$ cat config.mk
export PLATFORM = sky130hd
export DESIGN_NAME = crc16_frame_sched
export DESIGN_NICKNAME = d
export VERILOG_FILES = /design/src/rtl/crc16_frame_sched.sv
export SDC_FILE = /design/constraint.sdc
export NUM_CORES = 1
export LEC_CHECK = 0
export ABC_AREA = 1
export BUFFER_PORTS_ARGS = -buffer_cell sky130_fd_sc_hd__buf_2
export CORE_ASPECT_RATIO = 2
export CORE_MARGIN = 5
export CORE_UTILIZATION = 45
export DETAILED_ROUTE_END_ITERATION = 12
export GPL_ROUTABILITY_DRIVEN = 0
export GPL_TIMING_DRIVEN = 0
export PLACE_DENSITY = 0.7
export SETUP_SLACK_MARGIN = 0.02
export SYNTH_ARGS = -nofsm -noshare
export SYNTH_HDL_FRONTEND = slang
export SYNTH_SLANG_ARGS = --single-unit
$ cat constraint.sdc
create_clock -name clk -period 1.99 [get_ports clk]
set_input_delay 0.398 -clock clk [delete_from_list [all_inputs] [get_ports clk]]
set_output_delay 0.398 -clock clk [all_outputs]
set_load 0.005 [all_outputs]
$ cat src/rtl/crc16_frame_sched.sv
`default_nettype none
// ============================================================================
// crc16_frame_sched : round-robin frame scheduler feeding one shared CRC-16
// engine. Optional FEED idle timeout enabled by CRC16_SCHED_TIMEOUT_EN.
// Rev 1.0
// ============================================================================
module crc16_frame_sched #(
   parameter int ENG_LAT = 2,
   parameter int TIMEOUT = 255
) (
   input  logic        clk,
   input  logic        rst_n,
   input  logic        req0_valid,
   input  logic [7:0]  req0_data,
   input  logic        req0_last,
   output logic        req0_ready,
   input  logic        req1_valid,
   input  logic [7:0]  req1_data,
   input  logic        req1_last,
   output logic        req1_ready,
   output logic        eng_init,
   output logic        eng_valid,
   output logic [7:0]  eng_data,
   input  logic [15:0] eng_crc,
   output logic        res_valid,
   input  logic        res_ready,
   output logic [15:0] res_crc,
   output logic        res_src,
   output logic [15:0] res_len,
   output logic        res_err,
   output logic        busy
);

   if (ENG_LAT < 1 || ENG_LAT > 15 || TIMEOUT < 1 || TIMEOUT > 65535) begin : g_param_chk
      $error("crc16_frame_sched: parameter out of range");
   end

   localparam logic [3:0] LAT_INIT = 4'(ENG_LAT);

   typedef enum logic [2:0] {
      S_IDLE = 3'd0,
      S_INIT = 3'd1,
      S_FEED = 3'd2,
      S_WAIT = 3'd3,
      S_DONE = 3'd4
   } state_t;

   state_t      state_q;
   logic        grant_q;
   logic        prio_q;
   logic [3:0]  lat_q;
   logic [15:0] len_q;
   logic        eng_init_q;
   logic        eng_valid_q;
   logic [7:0]  eng_data_q;
   logic        res_valid_q;
   logic        res_src_q;
   logic        res_err_q;
   logic [15:0] res_crc_q;
   logic [15:0] res_len_q;

   logic        w_g_valid;
   logic        w_g_last;
   logic [7:0]  w_g_data;
   logic        w_feed;
   logic        w_acc;
   logic        w_tmo;
   logic [15:0] len_d;

   assign w_g_valid = grant_q ? req1_valid : req0_valid;
   assign w_g_last  = grant_q ? req1_last  : req0_last;
   assign w_g_data  = grant_q ? req1_data  : req0_data;
   assign w_feed    = (state_q == S_FEED);
   assign w_acc     = w_feed & w_g_valid;
   assign len_d     = (len_q == 16'hFFFF) ? len_q : len_q + 16'd1;

`ifdef CRC16_SCHED_TIMEOUT_EN
   logic [15:0] idle_q;
   logic [15:0] w_idle_inc;

   assign w_idle_inc = idle_q + 16'd1;
   assign w_tmo      = w_feed & ~w_g_valid & (w_idle_inc == 16'(TIMEOUT));

   always_ff @(posedge clk or negedge rst_n) begin
      if (!rst_n) begin
         idle_q <= 16'd0;
      end else if (!w_feed || w_acc) begin
         idle_q <= 16'd0;
      end else begin
         idle_q <= w_idle_inc;
      end
   end
`else
   assign w_tmo = 1'b0;
`endif

   // Ready is a pure decode of state/grant, so it drops the same edge FEED is left.
   assign req0_ready = w_feed & ~grant_q;
   assign req1_ready = w_feed &  grant_q;
   assign eng_init   = eng_init_q;
   assign eng_valid  = eng_valid_q;
   assign eng_data   = eng_data_q;
   assign res_valid  = res_valid_q;
   assign res_crc    = res_crc_q;
   assign res_src    = res_src_q;
   assign res_len    = res_len_q;
   assign res_err    = res_err_q;
   assign busy       = (state_q != S_IDLE);

   always_ff @(posedge clk or negedge rst_n) begin
      if (!rst_n) begin
         state_q     <= S_IDLE;
         grant_q     <= 1'b0;
         prio_q      <= 1'b0;
         lat_q       <= 4'd0;
         len_q       <= 16'd0;
         eng_init_q  <= 1'b0;
         eng_valid_q <= 1'b0;
         eng_data_q  <= 8'd0;
         res_valid_q <= 1'b0;
         res_src_q   <= 1'b0;
         res_err_q   <= 1'b0;
         res_crc_q   <= 16'd0;
         res_len_q   <= 16'd0;
      end else begin
         eng_init_q  <= 1'b0;
         eng_valid_q <= w_acc;
         if (w_acc) begin
            eng_data_q <= w_g_data;
         end
         case (state_q)
            S_IDLE: begin
               if (req0_valid | req1_valid) begin
                  grant_q    <= (req0_valid & req1_valid) ? prio_q : req1_valid;
                  eng_init_q <= 1'b1;
                  state_q    <= S_INIT;
               end
            end
            S_INIT: begin
               len_q   <= 16'd0;
               state_q <= S_FEED;
            end
            S_FEED: begin
               if (w_acc) begin
                  len_q <= len_d;
                  if (w_g_last) begin
                     lat_q   <= LAT_INIT;
                     state_q <= S_WAIT;
                  end
               end else if (w_tmo) begin
                  res_valid_q <= 1'b1;
                  res_err_q   <= 1'b1;
                  res_crc_q   <= 16'd0;
                  res_len_q   <= len_q;
                  res_src_q   <= grant_q;
                  state_q     <= S_DONE;
               end
            end
            S_WAIT: begin
               // Counter hits zero ENG_LAT edges after the engine took the last byte.
               if (lat_q == 4'd0) begin
                  res_valid_q <= 1'b1;
                  res_err_q   <= 1'b0;
                  res_crc_q   <= eng_crc;
                  res_len_q   <= len_q;
                  res_src_q   <= grant_q;
                  state_q     <= S_DONE;
               end else begin
                  lat_q <= lat_q - 4'd1;
               end
            end
            S_DONE: begin
               if (res_ready) begin
                  res_valid_q <= 1'b0;
                  res_err_q   <= 1'b0;
                  prio_q      <= ~grant_q;
                  state_q     <= S_IDLE;
               end
            end
            default: state_q <= S_IDLE;
         endcase
      end
   end

endmodule
`default_nettype wire

==> reports/metrics.csv, run 1 <==
stage,metric,value,unit
timing,worst_pin_slew,0.875,ns
timing,final.min_clock_period,1.84,ns
die,die-width,70.4,µm
die,io_pins,87,
clocking,holdBufCountCts,0,
grt,antenna_found_initial,0,
worst_setup_path,crit_required,1.59,ns
clocking,cts.sinks,69,
place,dp_hpwl,6320,µm
logic_synthesis,synth-main-ff-cell,dfrtp_1,
clocking,clkTransAtPathRegs,0.06,ns
grt,grt_pass1_wl,13800,µm
logic_synthesis,synth_seq_cells,69,
timing,hold_violations,0,
cells_and_area,n_antenna_cell,0,
timing,maxSlewViolCount,0,
die,die-area,9220,µm²
route,ant_nets,0,
worst_setup_path,rr_worst_depth,10,
worst_setup_path,crit_chain,"inv_1, clkbuf_1, nor2_1, buf_2",
pwr,peakVddDrop,0.577,mV
die,rows,44,
worst_setup_path,cp-start-kind,flop,
timing,setup_viol,0,
grt,first_global_vias,2969,
logic_synthesis,synth-warning-count,0,
clocking,numCtsBuffers,9,
place,port_buffers,85,
grt,grt_usage,19.5,%
cells_and_area,nets,551,
place,dp_cells,590,
logic_synthesis,synth_edf_count,0,
timing,slew_headroom,41.7,%
worst_setup_path,cp_top_family,buffers and inverters,
die,start_util,45.6,%
cells_and_area,stdcell_count,605,
clocking,post_cts_buffers,0,
logic_synthesis,synth_area,3290,µm²
worst_setup_path,r2r_slack,0.27,ns
worst_setup_path,worstPathArrival,1.45,ns
route,drt_iter0_drc,187,
flow_run,max_cap_viol_count,0,
worst_setup_path,cp_max_fo,10,
worst_setup_path,cp_slowest_cell,dfrtp_1,
route,drt_first_pass_iters,4,
route,dr_wl_met3,351,µm
worst_hold_path,hold_class,input port to async pin,
outcome,status,finished clean,
route,totalWireLength,8470,µm
worst_setup_path,slowest_delay,0.41,ns
route,wire_per_inst,14.0,µm
clocking,postCtsResizedCells,0,
pwr,cellPowerDensity,1350,nW/µm²
worst_setup_path,worstReg2RegEnd,len_q[6],
clocking,clk_path_buf_depth,2,
timing,fmax,542,MHz
grt,grt_max_degree,70,
die,die_h,131,µm
logic_synthesis,synthArstFlopShare,100,%
logic_synthesis,synth_cell_types,29,
logic_synthesis,seq_area_frac_synth,52.5,%
clocking,htreeDepth,3,
route,wl_met1,3060,µm
route,vias,2992,
route,wl_met2,4740,µm
cells_and_area,area_delta_synth_final,24.4,%
worst_setup_path,r2r-start,len_q[0],
timing,fin_crit_sh,92.6,%
die,core,7210,µm²
grt,grt.overflow.total,0,
worst_setup_path,path_class,flop to primary output,
timing,finalSetupTns,0,ns
clocking,cts-root-buf,clkbuf_16,
pwr,leakagePower,2.19,nW
cells_and_area,drive_gt1_share,23.8,%
logic_synthesis,synthCells,413,
timing,rsz0062_at_grt,false,
timing,clock_skew,0.00561,ns
route,top_layer,met4,
cells_and_area,n_fill_cell,682,
logic_synthesis,syn_nets,455,
clocking,clock_latency,0.33,ns
route,drc_errors,0,
pwr,power,5.51,mW
worst_setup_path,cp_num_buf_inv,3,
worst_setup_path,endpoint_kind,primary output,
route,viasPerCell,4.95,
logic_synthesis,syn_area_per_cell,7.96,µm²
clocking,cts_tree,built,
[per-layer routing]
layer	GRT usage (%)	vias up
met3	4.52	22
met4	10.9	0
met5	0	-
met1	19.7	1390
met2	36.0	73
li1	-	1507
[power by group]
group | internal [mW] | total (mW) | switching, mW
clock | 0.867 | 1.43 | 0.561
sequential | 1.81 | 2.04 | 0.231
combinational | 0.761 | 2.04 | 1.28
total | 3.44 | 5.51 | 2.07
[stage by stage]
stage | util [%] | instance area [µm²] | hold slack [ns] | worst slack (ns)
final | 56.7 | 4090 | 0.176 | 0.146
after CTS | 56.7 | 4090 | 0.223 | 0.127
after global routing | 56.7 | 4090 | 0.258 | 0.0580
after floorplan | - | 3290 | 0.102 | 0.538
after global placement | 53.1 | 3830 | 0.448 | 0.185
after detailed placement | 53.1 | 3830 | 0.454 | 0.279
[layout make-up]
cell class	count	area, µm²	share of cell area, %
sequential	69	1730	42.2
multi-input combinational	298	1350	33.1
timing repair buffer	85	428	10.5
clock buffer	13	250	6.12
inverter	31	116	2.84
tap	92	115	2.81
buffer	15	91.3	2.23
clock inverter	2	10.0	0.245
[cells in the final DEF (no fill, tap or decap), types with 4 or more instances in the layout]
cell	n
nand2_1	172
buf_2	85
dfrtp_1	69
nor2_1	32
nand3_1	25
inv_1	23
o21ai_0	20
clkbuf_16	9
clkbuf_1	8
nand4_1	8
xor2_1	8
a31oi_1	8
inv_2	7
buf_4	4
o21ai_1	4
[synth_stat cells, types with 2 or more instances]
master	instances	area [µm²]
o21ai_0	20	100
clkbuf_1	5	18.8
nand4_1	8	50.1
nand3_2	2	20.0
inv_1	23	86.3
inv_2	7	26.3
o21ai_1	4	20.0
dfrtp_1	69	1730
nor2_1	32	120
nand2_1	172	646
nor2_2	2	12.5
nand2_2	2	12.5
nand3_1	25	125
a31oi_1	8	50.1
buf_6	3	33.8
nor2_4	3	33.8
ha_1	3	37.5
buf_1	3	11.3
a21oi_1	3	15.0
buf_4	3	22.5
xor2_1	8	70.1
[kinds of logic (layout without fill, tap and decap cells)]
group | after synthesis | count (layout) | synth area share [%]
AO/OA/AOI/OAI | 36 | 36 | 5.90
XOR/XNOR | 8 | 8 | 2.13
adder cells (fa/ha/maj) | 3 | 3 | 1.14
buffers and inverters | 46 | 146 | 6.32
flip-flops | 69 | 69 | 52.5
multiplexers | 1 | 1 | 0.304
other | 1 | 1 | 0.114
AND/OR/NAND/NOR | 249 | 249 | 31.6
[registers in the layout (all words and copies together), names as in the netlist]
register / cells
eng_data: 8
eng_init: 1
eng_valid: 1
grant_q: 1
lat_q: 4
len_q: 16
prio_q: 1
res_crc: 16
res_len: 16
res_src: 1
res_valid: 1
state_q: 3
[worst max path at each step]
stage               startpoint          to  cells after the start
finish                 grant_q  req1_ready                      4
detailed placement    lat_q[0]     res_src                      7
floorplan             len_q[0]    len_q[0]                      9
global route           grant_q  req1_ready                      4
global placement         rst_n  res_crc[7]                      1
CTS                    grant_q  req1_ready                      4
No activity file was read; power rests on OpenSTA's default activity.
==> run 2, diff against run 1 <==
--- a/config.mk
+++ b/config.mk
@@ -5,9 +5,8 @@
 export SDC_FILE = /design/constraint.sdc
 export NUM_CORES = 1
 export LEC_CHECK = 0
-export ABC_AREA = 1
 export BUFFER_PORTS_ARGS = -buffer_cell sky130_fd_sc_hd__buf_2
-export CORE_ASPECT_RATIO = 2
+export CORE_ASPECT_RATIO = 1.75
 export CORE_MARGIN = 5
 export CORE_UTILIZATION = 45
 export DETAILED_ROUTE_END_ITERATION = 12
==> run 2 against run 1 <==
Against the previous run:
- sequential power increased by 4%
- combinational power increased by 2%
- power increased by 6.5%
- flip-flop and latch count unchanged
- first-iteration DRC count down 33%
- die area is 4.3% lower
- sequential share of layout area up 0.23 points
- hold slack got worse by 0.0070 ns
- cell count shrank 23%
- largest cell class unchanged
- register-to-register slack got worse by 0.13 ns
- utilization is 2.7 points higher
==> reports/metrics.csv, run 2 <==
stage,metric,value,unit,change
grt,grt_max_degree,70,,unchanged
worst_setup_path,crit_required,1.59,ns,about the same
place,port_buffers,85,,unchanged
route,vias,2526,,was 2992
place,dp_hpwl,5160,µm,was 6320 µm
clocking,cts-root-buf,clkbuf_16,,unchanged
worst_setup_path,cp_num_buf_inv,2,,was 3
logic_synthesis,synth-warning-count,0,,unchanged
grt,grt.overflow.total,0,,unchanged
pwr,leakagePower,1.98,nW,was 2.19 nW
route,viasPerCell,5.42,,was 4.95
flow_run,max_cap_viol_count,0,,unchanged
route,wire_per_inst,15.5,µm,was 14.0 µm
logic_synthesis,synthTopCellsByArea,"dfrtp_1 55%, mux2_2 12%, nor2_1 2.9%, a21oi_1 2.7%, nand2_1 2.6%",,"was dfrtp_1 53%, nand2_1 20%, nand3_1 3.8%, nor2_1 3.7%, o21ai_0 3.0%"
timing,final.min_clock_period,1.88,ns,was 1.84 ns
logic_synthesis,synthArstFlopShare,100,%,unchanged
route,totalWireLength,7210,µm,was 8470 µm
worst_setup_path,worstPathArrival,1.48,ns,was 1.45 ns
die,die_h,121,µm,was 131 µm
route,drt_iter0_drc,126,,was 187
logic_synthesis,synth_area,3150,µm²,was 3290 µm²
logic_synthesis,synth.largest_area_cell,dfrtp_1,,unchanged
timing,slew_headroom,42.5,%,was 41.7%
logic_synthesis,synth-main-ff-cell,dfrtp_1,,unchanged
logic_synthesis,synth_cell_types,48,,was 29
pwr,pwr-share-clk,28.1,%,was 25.9%
logic_synthesis,synth_most_common_cell,dfrtp_1,,was nand2_1
grt,grt_usage,17.4,%,was 19.5%
logic_synthesis,synthTopCellsByCount,"69 x dfrtp_1, 33 x mux2_2, 24 x nor2_1, 22 x nand2_1, 17 x a21oi_1",,"was 172 x nand2_1, 69 x dfrtp_1, 32 x nor2_1, 25 x nand3_1, 23 x inv_1"
pwr,peakVddDrop,0.766,mV,was 0.577 mV
clocking,clkTransAtPathRegs,0.05,ns,was 0.06 ns
worst_setup_path,crit_chain,"nor3b_2, buf_4, and2_1, buf_2",,"was inv_1, clkbuf_1, nor2_1, buf_2"
cells_and_area,mostFrequentLayoutCells,"84 x buf_2, 67 x dfrtp_1, 33 x mux2_2",,"was 172 x nand2_1, 85 x buf_2, 69 x dfrtp_1"
pwr,pwr-share-seq,36.2,%,was 37.0%
timing,hold_violations,0,,unchanged
timing,setup_viol,0,,unchanged
pwr,internal_power,3.92,mW,was 3.44 mW
pwr,combinationalPowerShare,35.7,%,was 37.1%
cells_and_area,nets,419,,was 551
cells_and_area,multi_input_area,1370,µm²,was 1350 µm²
clocking,numCtsBuffers,9,,unchanged
logic_synthesis,syn_nets,322,,was 455
die,start_util,45.9,%,was 45.6%
timing,fmax,533,MHz,was 542 MHz
worst_setup_path,r2r-start,len_q[9],,was len_q[0]
logic_synthesis,yosysTopAreaCellShare,54.9,%,was 52.5%
worst_setup_path,endpoint_kind,primary output,,unchanged
die,rows,40,,was 44
die,core,6860,µm²,was 7210 µm²
cells_and_area,final_common_cell,buf_2,,was nand2_1
die,die-area,8830,µm²,was 9220 µm²
worst_setup_path,cp_max_fo,10,,unchanged
logic_synthesis,syn_area_per_cell,11.2,µm²,was 7.96 µm²
outcome,status,finished clean,,unchanged
place,dp_cells,449,,was 590
route,drt_first_pass_iters,4,,unchanged
die,die-width,73.2,µm,was 70.4 µm
grt,grt_pass1_wl,11900,µm,was 13800 µm
clocking,clk_path_buf_depth,2,,unchanged
route,drc_errors,0,,unchanged
worst_setup_path,slowest_delay,0.45,ns,was 0.41 ns
cells_and_area,n_antenna_cell,0,,unchanged
grt,antenna_found_initial,0,,unchanged
timing,maxSlewViolCount,0,,unchanged
logic_synthesis,synthCells,280,,was 413
logic_synthesis,synth_edf_count,0,,unchanged
timing,rsz0062_at_grt,true,,was false
worst_setup_path,cp_top_family,flip-flops,,was buffers and inverters
worst_hold_path,hold_class,input port to async pin,,unchanged
logic_synthesis,synth_seq_cells,69,,unchanged
timing,fin_crit_sh,94.3,%,was 92.6%
timing,worst_pin_slew,0.862,ns,was 0.875 ns
timing,clock_skew,0.00578,ns,was 0.00561 ns
pwr,cellPowerDensity,1440,nW/µm²,was 1350 nW/µm²
cells_and_area,drive_gt1_share,41.9,%,was 23.8%
timing,finalSetupTns,0,ns,unchanged
route,ant_nets,0,,unchanged
worst_setup_path,cp_slowest_cell,dfrtp_2,,was dfrtp_1
worst_setup_path,path_class,flop to primary output,,unchanged
pwr,power,5.87,mW,was 5.51 mW
logic_synthesis,seq_area_frac_synth,54.9,%,was 52.5%
cells_and_area,seq_area,1730,µm²,about the same
clocking,holdBufCountCts,0,,unchanged
grt,first_global_vias,2524,,was 2969
clocking,cts.sinks,69,,unchanged
clocking,cts_tree,built,,unchanged
cells_and_area,post-route-util,59.4,%,was 56.7%
cells_and_area,n_fill_cell,582,,was 682
worst_setup_path,worst_setup_path_startpoint,state_q[1],,was grant_q
pwr,power_switching,1.94,mW,was 2.07 mW
pwr,switching_share,33.1,%,was 37.6%
clocking,htreeDepth,3,,unchanged
worst_setup_path,cp-start-kind,flop,,unchanged
clocking,clock_latency,0.33,ns,about the same
die,io_pins,87,,unchanged
cells_and_area,area_delta_synth_final,29.6,%,was 24.4%
cells_and_area,stdcell_count,466,,was 605
[run 2: path summary, 6_finish.rpt]
path,endpoint,slack (ns),cells after the start
worst max-delay path,req1_ready,0.11,4
worst min-delay path,eng_valid,0.17,1
max in group asynchronous,state_q[1],1.18,1
min in group clk,state_q[2],0.28,2
worst min register to register,res_len[3],0.50,1
worst max register to register,len_q[6],0.14,5
[run 2: per-stage QoR]
stage	worst slack (ns)	cell area (µm²)	hold slack, ns
floorplan	0.182	3150	0.102
global placement	-0.0713	3680	0.484
detailed placement	-0.141	3680	0.490
CTS	0.0217	4020	0.226
global route	0.0124	4080	0.264
finish	0.113	4080	0.169
[run 2: area by class of cell]
type	count	area share [%]
Clock buffer	12	5.80
Sequential cell	69	42.4
Buffer	12	2.03
Timing Repair Buffer	89	11.2
Clock inverter	4	1.78
Multi-Input combinational cell	190	33.6
Tap cell	84	2.58
Inverter	6	0.553
[run 2: per-layer routing]
| layer | track usage (%) | vias up | routed length, µm |
|---|---|---|---|
| li1 | - | 1192 | - |
| met4 | 10.2 | 0 | 159 |
| met5 | 0 | - | 0 |
| met1 | 20.4 | 1256 | 2810 |
| met3 | 3.58 | 12 | 338 |
| met2 | 28.6 | 66 | 3900 |
[run 2: power by group through the flow]
| stage | clock (mW) | combinational, mW | sequential (mW) |
|---|---|---|---|
| finish | 1.65 | 2.09 | 2.12 |
| CTS | 1.69 | 2.10 | 2.08 |
| detailed placement | 0 | 2.03 | 2.10 |
| global route | 1.75 | 2.32 | 2.18 |
| global placement | 0 | 1.97 | 2.08 |
| floorplan | 0 | 1.25 | 2.11 |
[run 2: repair_timing]
item / 4_1_cts / 5_1_grt
pin swaps: 2 / 3
setup endpoints to repair: 42 / 47
resized for setup: 10 / 18
setup buffers: 1 / 3
[run 2: logic make-up after synthesis]
| group | synth area share [%] |
|---|---|
| other cells | 0.119 |
| mux | 14.4 |
| compound gates | 12.5 |
| flops | 54.9 |
| fa+ha+maj | 1.19 |
| buf+inv | 3.10 |
| simple gates | 13.9 |
==> run 3, diff against run 2 <==
==> constraint.sdc (replaced) <==
create_clock -name clk -period 1.95 [get_ports clk]
set_input_delay 0.39 -clock clk [delete_from_list [all_inputs] [get_ports clk]]
set_output_delay 0.39 -clock clk [all_outputs]
set_load 0.005 [all_outputs]
==> run 3 against run 2 <==
Against the previous run:
- first-iteration DRC count rose by 9.5%
- cell count increased by 0.21%
- die area unchanged
- hold slack worse by 0.0070 ns
- via count stayed put
- clock power is 2% higher
- critical path depth did not move
- non-clock buffer count up 1
- critical endpoint unchanged
- wire length increased by 1.6%
- sequential power up 2%
- power grew 2.1%
- critical path type unchanged
==> reports/metrics.csv, run 3 (same netlist as run 2, synthesis figures left out) <==
stage,metric,value,unit,change
timing,setup_viol,0,,unchanged
die,core,6860,µm²,unchanged
clocking,cts_tree,built,,unchanged
die,die_h,121,µm,unchanged
worst_setup_path,path_class,flop to primary output,,unchanged
clocking,clock_latency,0.33,ns,about the same
worst_setup_path,cp_slowest_cell,dfrtp_1,,was dfrtp_2
flow_run,max_cap_viol_count,0,,unchanged
timing,fmax,539,MHz,
worst_setup_path,cp-start-kind,flop,,unchanged
clocking,clk_path_buf_depth,2,,unchanged
grt,first_global_vias,2532,,was 2524
timing,final.min_clock_period,1.86,ns,
cells_and_area,n_fill_cell,579,,was 582
clocking,holdBufCountCts,0,,unchanged
route,vias,2526,,unchanged
die,start_util,45.9,%,unchanged
cells_and_area,mostFrequentLayoutCells,"87 x buf_2, 67 x dfrtp_1, 33 x mux2_2",,"was 84 x buf_2, 67 x dfrtp_1, 33 x mux2_2"
die,io_pins,87,,unchanged
worst_setup_path,worstReg2RegEnd,len_q[6],,unchanged
place,port_buffers,85,,unchanged
timing,slew_headroom,41.7,%,was 42.5%
route,totalWireLength,7320,µm,was 7210 µm
grt,grt.overflow.total,0,,unchanged
timing,maxSlewViolCount,0,,unchanged
pwr,power,5.99,mW,was 5.87 mW
route,viasPerCell,5.41,,was 5.42
die,rows,40,,unchanged
route,drt_first_pass_iters,4,,unchanged
timing,clock_skew,0.00543,ns,was 0.00578 ns
grt,grt_pass1_wl,11900,µm,about the same
worst_setup_path,rr_worst_depth,5,,unchanged
place,dp_hpwl,5160,µm,unchanged
die,die-area,8830,µm²,unchanged
die,die-width,73.2,µm,unchanged
worst_setup_path,endpoint_kind,primary output,,unchanged
worst_setup_path,r2r_slack,0.11,ns,was 0.14 ns
route,drc_errors,0,,unchanged
worst_setup_path,slowest_delay,0.44,ns,was 0.45 ns
timing,rsz0062_at_grt,true,,unchanged
worst_setup_path,crit_required,1.56,ns,was 1.59 ns
grt,grt_max_degree,70,,unchanged
timing,hold_violations,0,,unchanged
clocking,numCtsBuffers,9,,unchanged
timing,finalSetupTns,0,ns,unchanged
worst_setup_path,r2r-start,len_q[10],,was len_q[9]
worst_setup_path,cp_max_fo,10,,unchanged
clocking,cts-root-buf,clkbuf_16,,unchanged
route,ant_nets,0,,unchanged
pwr,peakVddDrop,0.780,mV,was 0.766 mV
worst_hold_path,hold_class,input port to async pin,,unchanged
cells_and_area,stdcell_count,467,,was 466
grt,grt_usage,17.5,%,was 17.4%
pwr,leakagePower,1.99,nW,was 1.98 nW
worst_setup_path,worstPathArrival,1.47,ns,was 1.48 ns
pwr,cellPowerDensity,1460,nW/µm²,was 1440 nW/µm²
grt,antenna_found_initial,0,,unchanged
worst_setup_path,crit_chain,"nor3b_2, buf_4, and2_1, buf_2",,unchanged
route,wire_per_inst,15.7,µm,was 15.5 µm
clocking,clkTransAtPathRegs,0.05,ns,about the same
worst_setup_path,critPathCapture,req1_ready,,unchanged
clocking,cts.sinks,69,,unchanged
cells_and_area,nets,420,,was 419
worst_setup_path,worst_setup_path_startpoint,state_q[2],,was state_q[1]
cells_and_area,area_delta_synth_final,30.1,%,was 29.6%
timing,worst_pin_slew,0.874,ns,was 0.862 ns
cells_and_area,final_common_cell,buf_2,,unchanged
outcome,status,finished clean,,unchanged
place,dp_cells,449,,unchanged
cells_and_area,drive_gt1_share,42.6,%,was 41.9%
cells_and_area,n_antenna_cell,0,,unchanged
timing,fin_crit_sh,95.2,%,
route,drt_iter0_drc,138,,was 126
clocking,htreeDepth,3,,unchanged
==> run 3: final cells by class <==
type | count | area (µm²) | share of cell area, %
flip-flops and latches | 69 | 1730 | 42.3
multi-input cells | 190 | 1390 | 33.9
repair buffers | 90 | 465 | 11.4
clock buffers | 12 | 236 | 5.78
well taps | 84 | 105 | 2.57
plain buffers | 12 | 75.1 | 1.83
clock inverters | 4 | 72.6 | 1.77
inverters | 6 | 22.5 | 0.550
==> run 3: metal layers <==
metal	up-vias	track usage (%)	routed length [µm]
met5	-	0	0
met4	0	9.93	202
met3	15	3.58	330
met2	69	28.9	3870
met1	1248	20.4	2910
li1	1194	-	-
==> run 3: timing repair <==
action                     4_1_cts  5_1_grt
resized for setup               10       14
buffers inserted                 3        2
cloned                           0        0
pin swaps                        3        4
setup endpoints to repair       45       19
==> run 3: critical path: cells and delay by family (launching register included) <==
kind          cells  cell delay, ns
buf+inv           2            0.34
simple gates      2            0.36
flops             1            0.44
==> run 3: power breakdown <==
part | leakage, nW | internal, mW | switching (mW)
sequential | 0.876 | 1.88 | 0.287
clock | 0.147 | 1.12 | 0.574
combinational | 0.968 | 1.00 | 1.14
total | 1.99 | 3.99 | 2.00
==> run 3: how the worst min path moves through the flow <==
stage                           from     endpoint  slack [ns]
after floorplan                rst_n  eng_data[0]        0.09
after global placement    res_crc[9]   res_crc[9]        0.48
after detailed placement  res_crc[0]   res_crc[0]        0.49
after CTS                      rst_n  eng_data[3]        0.22
after global routing           rst_n    eng_valid        0.26
final                          rst_n    eng_valid        0.16
==> run 3: stage by stage <==
step / hold WS, ns / worst slack (ns) / util (%) / instance area (µm²)
floorplan: 0.0944 / 0.142 / - / 3150
global placement: 0.484 / -0.111 / 53.6 / 3680
detailed placement: 0.490 / -0.181 / 53.6 / 3680
CTS: 0.218 / 0.0147 / 58.9 / 4040
global route: 0.256 / -0.00153 / 59.7 / 4090
finish: 0.161 / 0.0940 / 59.7 / 4090
